<file path="config.mk">
export PLATFORM = sky130hd
export DESIGN_NAME = mpram_wr_sched
export DESIGN_NICKNAME = d
export VERILOG_FILES = /design/src/rtl/mpram_pkg.sv /design/src/rtl/mpram_wr_pick.sv /design/src/rtl/mpram_wr_sched.sv
export SDC_FILE = /design/constraint.sdc
export NUM_CORES = 1
export LEC_CHECK = 0
export BUFFER_PORTS_ARGS = -buffer_cell sky130_fd_sc_hd__buf_2
export CAP_MARGIN = 30
export CORE_ASPECT_RATIO = 0.6
export CORE_MARGIN = 4
export CORE_UTILIZATION = 50
export CTS_BUF_LIST = sky130_fd_sc_hd__clkbuf_8
export CTS_CLUSTER_SIZE = 10
export DETAILED_ROUTE_END_ITERATION = 7
export PLACE_DENSITY = 0.78
export SYNTH_ARGS = -nofsm -noshare
export SYNTH_HDL_FRONTEND = slang
export SYNTH_SLANG_ARGS = --single-unit
</file>
<file path="constraint.sdc">
create_clock -name clk -period 5.65 [get_ports clk]
set_clock_uncertainty 0.15 [all_clocks]
set_input_delay 0.565 -clock clk [delete_from_list [all_inputs] [get_ports clk]]
set_output_delay 0.565 -clock clk [all_outputs]
set_load 0.01 [all_outputs]
</file>
<file path="src/rtl/mpram_pkg.sv">
// Shared definitions for the multi-port RAM write scheduler.
//   sched_state_e : scheduler FSM states (INIT clears the RAM, RUN serves requesters)
//   idx_width()   : bit width needed to index n items, never less than 1
package mpram_pkg;

  typedef enum logic {
    INIT = 1'b0,
    RUN  = 1'b1
  } sched_state_e;

  function automatic int idx_width(input int n);
    return (n <= 1) ? 1 : $clog2(n);
  endfunction

endpackage

</file>
<file path="src/rtl/mpram_wr_pick.sv">
// Combinational round-robin, address-conflict-aware write selector.
// Scans requesters starting at rr_ptr and hands up to WrNum of them to the
// write ports in scan order, skipping any requester whose address is already
// taken this cycle.
// Ports:
//   rr_ptr     in   first requester to consider this cycle
//   req_valid  in   per-requester request
//   req_addr   in   per-requester address
//   grant      out  per-requester grant
//   port_vld   out  per-port "has a grant"
//   port_sel   out  per-port granted requester index
//   any_grant  out  at least one grant this cycle
//   next_ptr   out  (last granted index + 1) mod ReqNum
//   conflict   out  a valid requester lost only because of an address clash
module mpram_wr_pick
  import mpram_pkg::*;
#(
  parameter int AddrW  = 5,
  parameter int WrNum  = 2,
  parameter int ReqNum = 4,
  parameter int IdxW   = idx_width(ReqNum)
) (
  input  logic [IdxW-1:0]                 rr_ptr,
  input  logic [ReqNum-1:0]               req_valid,
  input  logic [ReqNum-1:0][AddrW-1:0]    req_addr,
  output logic [ReqNum-1:0]               grant,
  output logic [WrNum-1:0]                port_vld,
  output logic [WrNum-1:0][IdxW-1:0]      port_sel,
  output logic                            any_grant,
  output logic [IdxW-1:0]                 next_ptr,
  output logic                            conflict
);

  // cnt tracks how many ports are already filled; taken mirrors their
  // addresses so later requesters in the scan can be checked against them.
  // An address clash only counts as a conflict while a port is still free,
  // otherwise the requester lost for lack of ports.
  always_comb begin
    int                          cnt;
    int                          idx;
    logic [IdxW-1:0]             sel;
    logic                        hit;
    logic [WrNum-1:0][AddrW-1:0] taken;

    grant     = '0;
    port_vld  = '0;
    port_sel  = '0;
    any_grant = 1'b0;
    next_ptr  = rr_ptr;
    conflict  = 1'b0;
    cnt       = 0;
    idx       = 0;
    sel       = '0;
    hit       = 1'b0;
    taken     = '0;

    for (int i = 0; i < ReqNum; i++) begin
      idx = (int'(rr_ptr) + i) % ReqNum;
      sel = IdxW'(idx);
      if (req_valid[sel] && (cnt < WrNum)) begin
        hit = 1'b0;
        for (int q = 0; q < WrNum; q++) begin
          if ((q < cnt) && (taken[q] == req_addr[sel])) begin
            hit = 1'b1;
          end
        end
        if (hit) begin
          conflict = 1'b1;
        end else begin
          grant[sel] = 1'b1;
          for (int p = 0; p < WrNum; p++) begin
            if (p == cnt) begin
              port_vld[p] = 1'b1;
              port_sel[p] = sel;
              taken[p]    = req_addr[sel];
            end
          end
          any_grant = 1'b1;
          next_ptr  = IdxW'((idx + 1) % ReqNum);
          cnt       = cnt + 1;
        end
      end
    end
  end

endmodule

</file>
<file path="src/rtl/mpram_wr_sched.sv">
// Write scheduler in front of a multi-write-port RAM.
// After reset it clears every RAM entry (INIT), then arbitrates up to WrNum
// requester writes per cycle onto the RAM write ports (RUN).
// Ports:
//   clk, rst_n     clock, asynchronous active-low reset
//   req_valid/addr/data  per-requester write request
//   req_ready      combinational grant, write accepted when valid & ready
//   we/wa/din      registered RAM write enable/address/data per port
//   init_done      high once the RAM clear has completed
//   conflict_cnt   saturating count of cycles with an address-conflict stall
module mpram_wr_sched
  import mpram_pkg::*;
#(
  parameter int Width  = 32,
  parameter int Depth  = 32,
  parameter int WrNum  = 2,
  parameter int ReqNum = 4
) (
  input  logic                                   clk,
  input  logic                                   rst_n,
  input  logic [ReqNum-1:0]                      req_valid,
  input  logic [ReqNum-1:0][$clog2(Depth)-1:0]   req_addr,
  input  logic [ReqNum-1:0][Width-1:0]           req_data,
  output logic [ReqNum-1:0]                      req_ready,
  output logic [WrNum-1:0]                       we,
  output logic [WrNum-1:0][$clog2(Depth)-1:0]    wa,
  output logic [WrNum-1:0][Width-1:0]            din,
  output logic                                   init_done,
  output logic [15:0]                            conflict_cnt
);

  localparam int AddrW = $clog2(Depth);
  localparam int IdxW  = idx_width(ReqNum);

  sched_state_e                   state_q, state_d;
  logic [AddrW-1:0]               init_addr_q, init_addr_d;
  logic [IdxW-1:0]                rr_ptr_q, rr_ptr_d;
  logic [WrNum-1:0]               we_q, we_d;
  logic [WrNum-1:0][AddrW-1:0]    wa_q, wa_d;
  logic [WrNum-1:0][Width-1:0]    din_q, din_d;
  logic                           init_done_q, init_done_d;
  logic [15:0]                    conflict_cnt_q, conflict_cnt_d;

  logic [ReqNum-1:0]              grant;
  logic [WrNum-1:0]               port_vld;
  logic [WrNum-1:0][IdxW-1:0]     port_sel;
  logic                           any_grant;
  logic [IdxW-1:0]                next_ptr;
  logic                           conflict;

  mpram_wr_pick #(
    .AddrW  (AddrW),
    .WrNum  (WrNum),
    .ReqNum (ReqNum),
    .IdxW   (IdxW)
  ) u_pick (
    .rr_ptr    (rr_ptr_q),
    .req_valid (req_valid),
    .req_addr  (req_addr),
    .grant     (grant),
    .port_vld  (port_vld),
    .port_sel  (port_sel),
    .any_grant (any_grant),
    .next_ptr  (next_ptr),
    .conflict  (conflict)
  );

  always_ff @(posedge clk or negedge rst_n) begin
    if (!rst_n) begin
      state_q     <= INIT;
      init_addr_q <= '0;
    end else begin
      state_q     <= state_d;
      init_addr_q <= init_addr_d;
    end
  end

  // INIT clears WrNum entries per cycle; the group that reaches the end of
  // the RAM is the last one, after which we switch to RUN.
  always_comb begin
    state_d     = state_q;
    init_addr_d = init_addr_q;
    if (state_q == INIT) begin
      init_addr_d = AddrW'((int'(init_addr_q) + WrNum) % Depth);
      if ((int'(init_addr_q) + WrNum) >= Depth) begin
        state_d = RUN;
      end
    end
  end

  // Ports without a write keep their last address/data so the RAM inputs
  // only toggle when something is actually written.
  always_comb begin
    int sum;
    sum            = 0;
    we_d           = '0;
    wa_d           = wa_q;
    din_d          = din_q;
    rr_ptr_d       = rr_ptr_q;
    init_done_d    = init_done_q | (state_q == RUN);
    conflict_cnt_d = conflict_cnt_q;
    req_ready      = '0;
    case (state_q)
      INIT: begin
        for (int p = 0; p < WrNum; p++) begin
          sum = int'(init_addr_q) + p;
          if (sum < Depth) begin
            we_d[p]  = 1'b1;
            wa_d[p]  = AddrW'(sum);
            din_d[p] = '0;
          end
        end
      end
      RUN: begin
        req_ready = grant;
        for (int p = 0; p < WrNum; p++) begin
          if (port_vld[p]) begin
            we_d[p]  = 1'b1;
            wa_d[p]  = req_addr[port_sel[p]];
            din_d[p] = req_data[port_sel[p]];
          end
        end
        if (any_grant) begin
          rr_ptr_d = next_ptr;
        end
        if (conflict && (conflict_cnt_q != 16'hFFFF)) begin
          conflict_cnt_d = conflict_cnt_q + 16'd1;
        end
      end
      default: ;
    endcase
  end

  always_ff @(posedge clk or negedge rst_n) begin
    if (!rst_n) begin
      we_q           <= '0;
      wa_q           <= '0;
      din_q          <= '0;
      rr_ptr_q       <= '0;
      init_done_q    <= 1'b0;
      conflict_cnt_q <= '0;
    end else begin
      we_q           <= we_d;
      wa_q           <= wa_d;
      din_q          <= din_d;
      rr_ptr_q       <= rr_ptr_d;
      init_done_q    <= init_done_d;
      conflict_cnt_q <= conflict_cnt_d;
    end
  end

  assign we           = we_q;
  assign wa           = wa_q;
  assign din          = din_q;
  assign init_done    = init_done_q;
  assign conflict_cnt = conflict_cnt_q;

endmodule

</file>
==> flow_summary_export.csv, run 1 <==
group,metric,value,unit
logic_synthesis,synth_seq_cells,100,
worst_setup_path,start_kind,"flop",
sta,period_needed,5.212,ns
floorplan,fp.dieW,176.5,um
cts,clockBufferDepth,2,
logic_synthesis,yosysSeqAreaShare,29.37,%
drt,drt_iter0_markers,1030,
drt,viasPerCell,6.888,
sta,rsz0062_at_grt,"no",
drt,via_count,9079,
hold_path,hold_path.class,"in -> async",
worst_setup_path,end_kind,"flop",
global_route,antenna_found_initial,5,
cts,path_clk_slew,0.11,ns
placed_design,hpwl,22070,um
sta,slew_headroom,36.54,%
cts,cts_max_level,3,
sta,period_share,92.25,%
global_route,grt-ovfl-total,0,
sta,final_hold_viol_count,0,
cts,postCtsHoldBufs,0,
global_route,grt_pass1_wl,48270,um
logic_synthesis,async_flop_share,100.0,%
worst_setup_path,cp.arrival,5.31,ns
sta,fmax,191.9,MHz
drt,first_pass_iters,5,
cts,cts_resized,0,
finish,syn_to_final_growth,19.59,%
logic_synthesis,ys_types,73,
global_route,grt_pass1_vias,8592,
global_route,grt_max_degree,75,
drt,ant_nets,0,
sta,tightest_slew,0.9515,ns
floorplan,die_h,109.1,um
cts,cts_setup_buffers,0,
logic_synthesis,avgSynthCellArea,9.659,um^2
outcome,status,"finished clean",
sta,slew_violations,0,
placed_design,gp_congestion,0.9951,
cts,numCtsBuffers,9,
floorplan,start_util,51.68,%
floorplan,io_pins,251,
placed_design,portBuffers,250,
logic_synthesis,synth_top_area_share,29.37,%
logic_synthesis,synth_edf_count,0,
finish,layout_commonest_cell,"buf_2",
logic_synthesis,synth_area_leader_cell,"dfrtp_1",
cts,tritoncts,"done",
drt,drc,0,
floorplan,rows,36,
floorplan,dieArea,19260,um^2
worst_setup_path,crit_required,5.75,ns
cts,clkLatencyLatePin,0.39,ns
finish,final_cell_mix,"buf_2, mux2i_1, nand2_1",
sta,setup_violations,0,
logic_synthesis,ys.flop_type,"dfrtp_1",
logic_synthesis,netlist_area,8519,um^2
worst_setup_path,path_class,"reg -> reg",
drt,routed_wl,31280,um
cts,root_buffer,"clkbuf_8",
logic_synthesis,yosysWarnings,0,
finish,drive_gt1_share,31.89,%
drt,wire_per_inst,23.74,um
logic_synthesis,synth_fp_nets,1044,
sta,setup-tns-final,0,ns
job,cap_violations,0,
global_route,grt_use_total,31.59,%
cts,clkSinkCount,100,
worst_setup_path,cp_max_fo,43,
logic_synthesis,synth_cells,882,
logic_synthesis,yosys-top-cells-area,"dfrtp_1, mux2i_1, o221ai_1",
floorplan,coreArea,16490,um^2
finish,final_nets,1245,
[state kept, by name (all words and copies together), names as in the netlist]
name and cells:
conflict_cnt 16, init_addr_q 4, init_done 1, rr_ptr_q 2, state_q 1, din 64, wa 10, we 2
[worst paths after layout]
check	startpoint	to	slack, ns	cells after the start
min reg2reg	init_done$_DFF_PN0_	init_done$_DFF_PN0_	0.33	1
max in group asynchronous	rst_n	rr_ptr_q[0]$_DFFE_PN0P_	4.10	2
max reg2reg	rr_ptr_q[0]$_DFFE_PN0P_	din[55]$_DFFE_PN0P_	0.44	14
max	rr_ptr_q[0]$_DFFE_PN0P_	din[55]$_DFFE_PN0P_	0.44	14
min in group clk	init_done$_DFF_PN0_	init_done$_DFF_PN0_	0.33	1
min	rst_n	din[35]$_DFFE_PN0P_	0.10	1
[metal layers]
layer	share of wire, %	global-route usage (%)
met2	43	45.07
met5	0.27	2.083
met3	12	10.40
met4	1.5	7.450
met1	43	46.20
[synth_stat cells (12+ instances only)]
master    instances
xnor2_1          22
dfrtp_1         100
nor2_1           19
o221ai_1         70
a221oi_1         67
nand2_1         105
clkbuf_1         57
inv_1            12
mux4_2           23
nand3_1          13
buf_2            14
xor2_1           14
a21oi_1          51
mux2i_1         116
a32oi_1          33
[final cells by class]
class / count / area (um^2)
fillers: 1438 / 6297
clock buffers: 9 / 123.9
diodes: 2 / 5.005
well taps: 228 / 285.3
clock inverters: 7 / 86.33
flip-flops and latches: 100 / 2506
inverters: 15 / 56.30
repair buffers: 277 / 1519
multi-input cells: 680 / 5607
[through the flow]
stage                     cell area, um^2  hold WS, ns  instances  util, %  setup slack (ns)
after floorplan                      8519       0.1194        882        -             1.054
after global placement               9941       0.3071       1299    60.30            0.6157
after detailed placement             9961       0.2982       1300    60.42            0.4546
after CTS                           10170       0.1197       1316    61.70            0.4149
after global routing                10190       0.1441       1318    61.80            0.1724
final                               10190       0.1037       1318    61.80            0.4381
[worst max-delay path, stage by stage, from the launching register on]
cell,delay [ns]
dfrtp_4,0.43
buf_4,0.49
mux2_4,0.42
inv_2,0.45
nor4bb_1,0.14
a2111oi_1,0.56
and3_1,0.29
a21oi_1,0.08
buf_4,0.16
a211oi_2,0.22
and3_1,0.37
o311a_4,0.49
buf_12,0.33
mux2i_1,0.26
o221ai_1,0.15
[cells by family after synthesis]
logic type	Yosys count	share of synthesized area, %
AO/OA/AOI/OAI	301	28.95
multiplexers	145	20.59
buffers and inverters	102	5.801
AND/OR/NAND/NOR	190	10.41
XOR/XNOR	36	3.701
adder cells (fa/ha/maj)	8	1.175
flip-flops	100	29.37
Power of run 1 is left out: the tool's default activity adds up to more than one toggle a clock period on the data nets, which glitch-free logic cannot reach.
==> run 2, diff against run 1 <==
Settings changed: CORE_ASPECT_RATIO 0.6 to 0.9.
==> flow_summary_export.csv, run 2 (synthesis results as in run 1) <==
group,metric,value,unit
drt,highest_layer,"met4",
global_route,grt_pass1_wl,48020,um
finish,syn_to_final_growth,19.50,%
drt,drt_iter0_markers,935,
cts,cts_resized,0,
floorplan,dieArea,19190,um^2
cts,tritoncts,"done",
floorplan,io_pins,251,
cts,clkSinkCount,100,
sta,fin_ws,0.6115,ns
placed_design,gp_congestion,0.9531,
floorplan,fp.dieW,145.6,um
cts,clockBufferDepth,2,
worst_setup_path,r2r_slack,0.61,ns
finish,drive_gt1_share,32.20,%
floorplan,coreArea,16410,um^2
worst_setup_path,crit_required,5.77,ns
placed_design,placed_cells,1284,
finish,final_cell_mix,"buf_2, mux2i_1, nand2_1",
cts,path_clk_slew,0.11,ns
hold_path,hold_path.class,"in -> async",
sta,slew_headroom,38.31,%
finish,largest_reg_flops,64,
drt,wl_met2,14160,um
job,cap_violations,0,
sta,fmax,198.5,MHz
placed_design,place_ws,0.6844,ns
worst_setup_path,cp_max_fo,88,
worst_setup_path,start_kind,"flop",
placed_design,hpwl,21440,um
sta,final_hold_viol_count,0,
cts,postCtsHoldBufs,0,
placed_design,portBuffers,250,
worst_setup_path,critical_path.endpoint,"wa[9]$_DFFE_PN0P_",
cts,cts_max_level,3,
cts,root_buffer,"clkbuf_8",
worst_setup_path,r2r-start,"rr_ptr_q[0]$_DFFE_PN0P_",
global_route,grt_use_total,30.31,%
worst_setup_path,cpPeakStageDelay,0.72,ns
drt,routed_wl,30410,um
finish,stdcell_count,1300,
finish,antenna_cells,0,
worst_setup_path,path_class,"reg -> reg",
global_route,grt_max_degree,89,
worst_setup_path,slowest_stage,"buf_4",
sta,rsz0062_at_grt,"no",
cts,numCtsBuffers,9,
worst_setup_path,path_cells,"buf_4, mux4_2, xnor2_1, nand4_1, a2111oi_2, o21ai_0, a211oi_2, and3_1, o311a_4, buf_4, mux2i_1, o221ai_1",
drt,wire_per_inst,23.39,um
worst_setup_path,ff2ff_path_depth,12,
finish,final_nets,1250,
sta,period_needed,5.038,ns
worst_setup_path,rr_endpoint,"wa[9]$_DFFE_PN0P_",
global_route,antenna_found_initial,0,
worst_setup_path,end_kind,"flop",
drt,via_count,9076,
drt,ant_nets,0,
drt,dr_wl_met3,3245,um
sta,tightest_slew,0.9253,ns
worst_setup_path,cp.arrival,5.16,ns
drt,viasPerCell,6.982,
global_route,grt_pass1_vias,9077,
floorplan,die_h,131.8,um
worst_setup_path,startpoint,"rr_ptr_q[0]$_DFFE_PN0P_",
sta,period_share,89.18,%
drt,first_pass_iters,8,
cts,clkLatencyLatePin,0.40,ns
sta,slew_violations,0,
sta,setup-tns-final,0,ns
global_route,grt-ovfl-total,0,
sta,setup_violations,0,
cts,cts_setup_buffers,0,
floorplan,rows,44,
finish,layout_commonest_cell,"buf_2",
drt,drc,0,
drt,wl_met1,12000,um
floorplan,start_util,51.93,%
worst_setup_path,crit_path_frequent_cell,"buf_4",
outcome,status,"finished clean",
run 2: changes by cell type in the layout (fill, tap and decap cells not counted), sizes merged:
cell,before,now
diode,2,0
buf,277,282
clkinv,3,2
bufinv,0,2
clkinvlp,0,1
inv,19,17
run 2: worst max-delay path, delay by kind of cell (launching register included):
kind	cells	cell delay (ns)
compound gates	5	1.75
buf+inv	2	1.02
mux	2	0.76
simple gates	2	0.54
flops	1	0.44
xor+xnor	1	0.20
run 2: worst min-delay path by stage:
stage / startpoint / end / slack (ns)
floorplan: rst_n / conflict_cnt[0]$_DFFE_PN0P_ / 0.12
global placement: init_done$_DFF_PN0_ / init_done$_DFF_PN0_ / 0.30
detailed placement: init_done$_DFF_PN0_ / init_done$_DFF_PN0_ / 0.30
CTS: rst_n / conflict_cnt[0]$_DFFE_PN0P_ / 0.12
global route: rst_n / conflict_cnt[4]$_DFFE_PN0P_ / 0.12
finish: rst_n / conflict_cnt[0]$_DFFE_PN0P_ / 0.08
run 2: final cells by class:
type / count / area (um^2)
repair buffers: 282 / 1544
multi-input cells: 680 / 5594
clock buffers: 9 / 123.9
flip-flops and latches: 100 / 2506
fillers: 1403 / 6225
inverters: 15 / 56.30
clock inverters: 7 / 97.59
well taps: 207 / 259.0
run 2: metrics by stage:
step,utilization [%],hold slack [ns],area (um^2)
2_1_floorplan,-,0.1194,8519
3_3_place_gp,60.71,0.2960,9960
3_5_place_dp,60.71,0.2973,9960
4_1_cts,62.06,0.1211,10180
5_1_grt,62.06,0.1172,10180
6_report,62.06,0.07546,10180
run 2: per-layer routing:
layer	vias up	track usage, %
met4	0	12.66
li1	3981	-
met1	4382	39.53
met2	626	48.77
met5	-	0
met3	87	7.013
Power of run 2 is left out for the same reason.
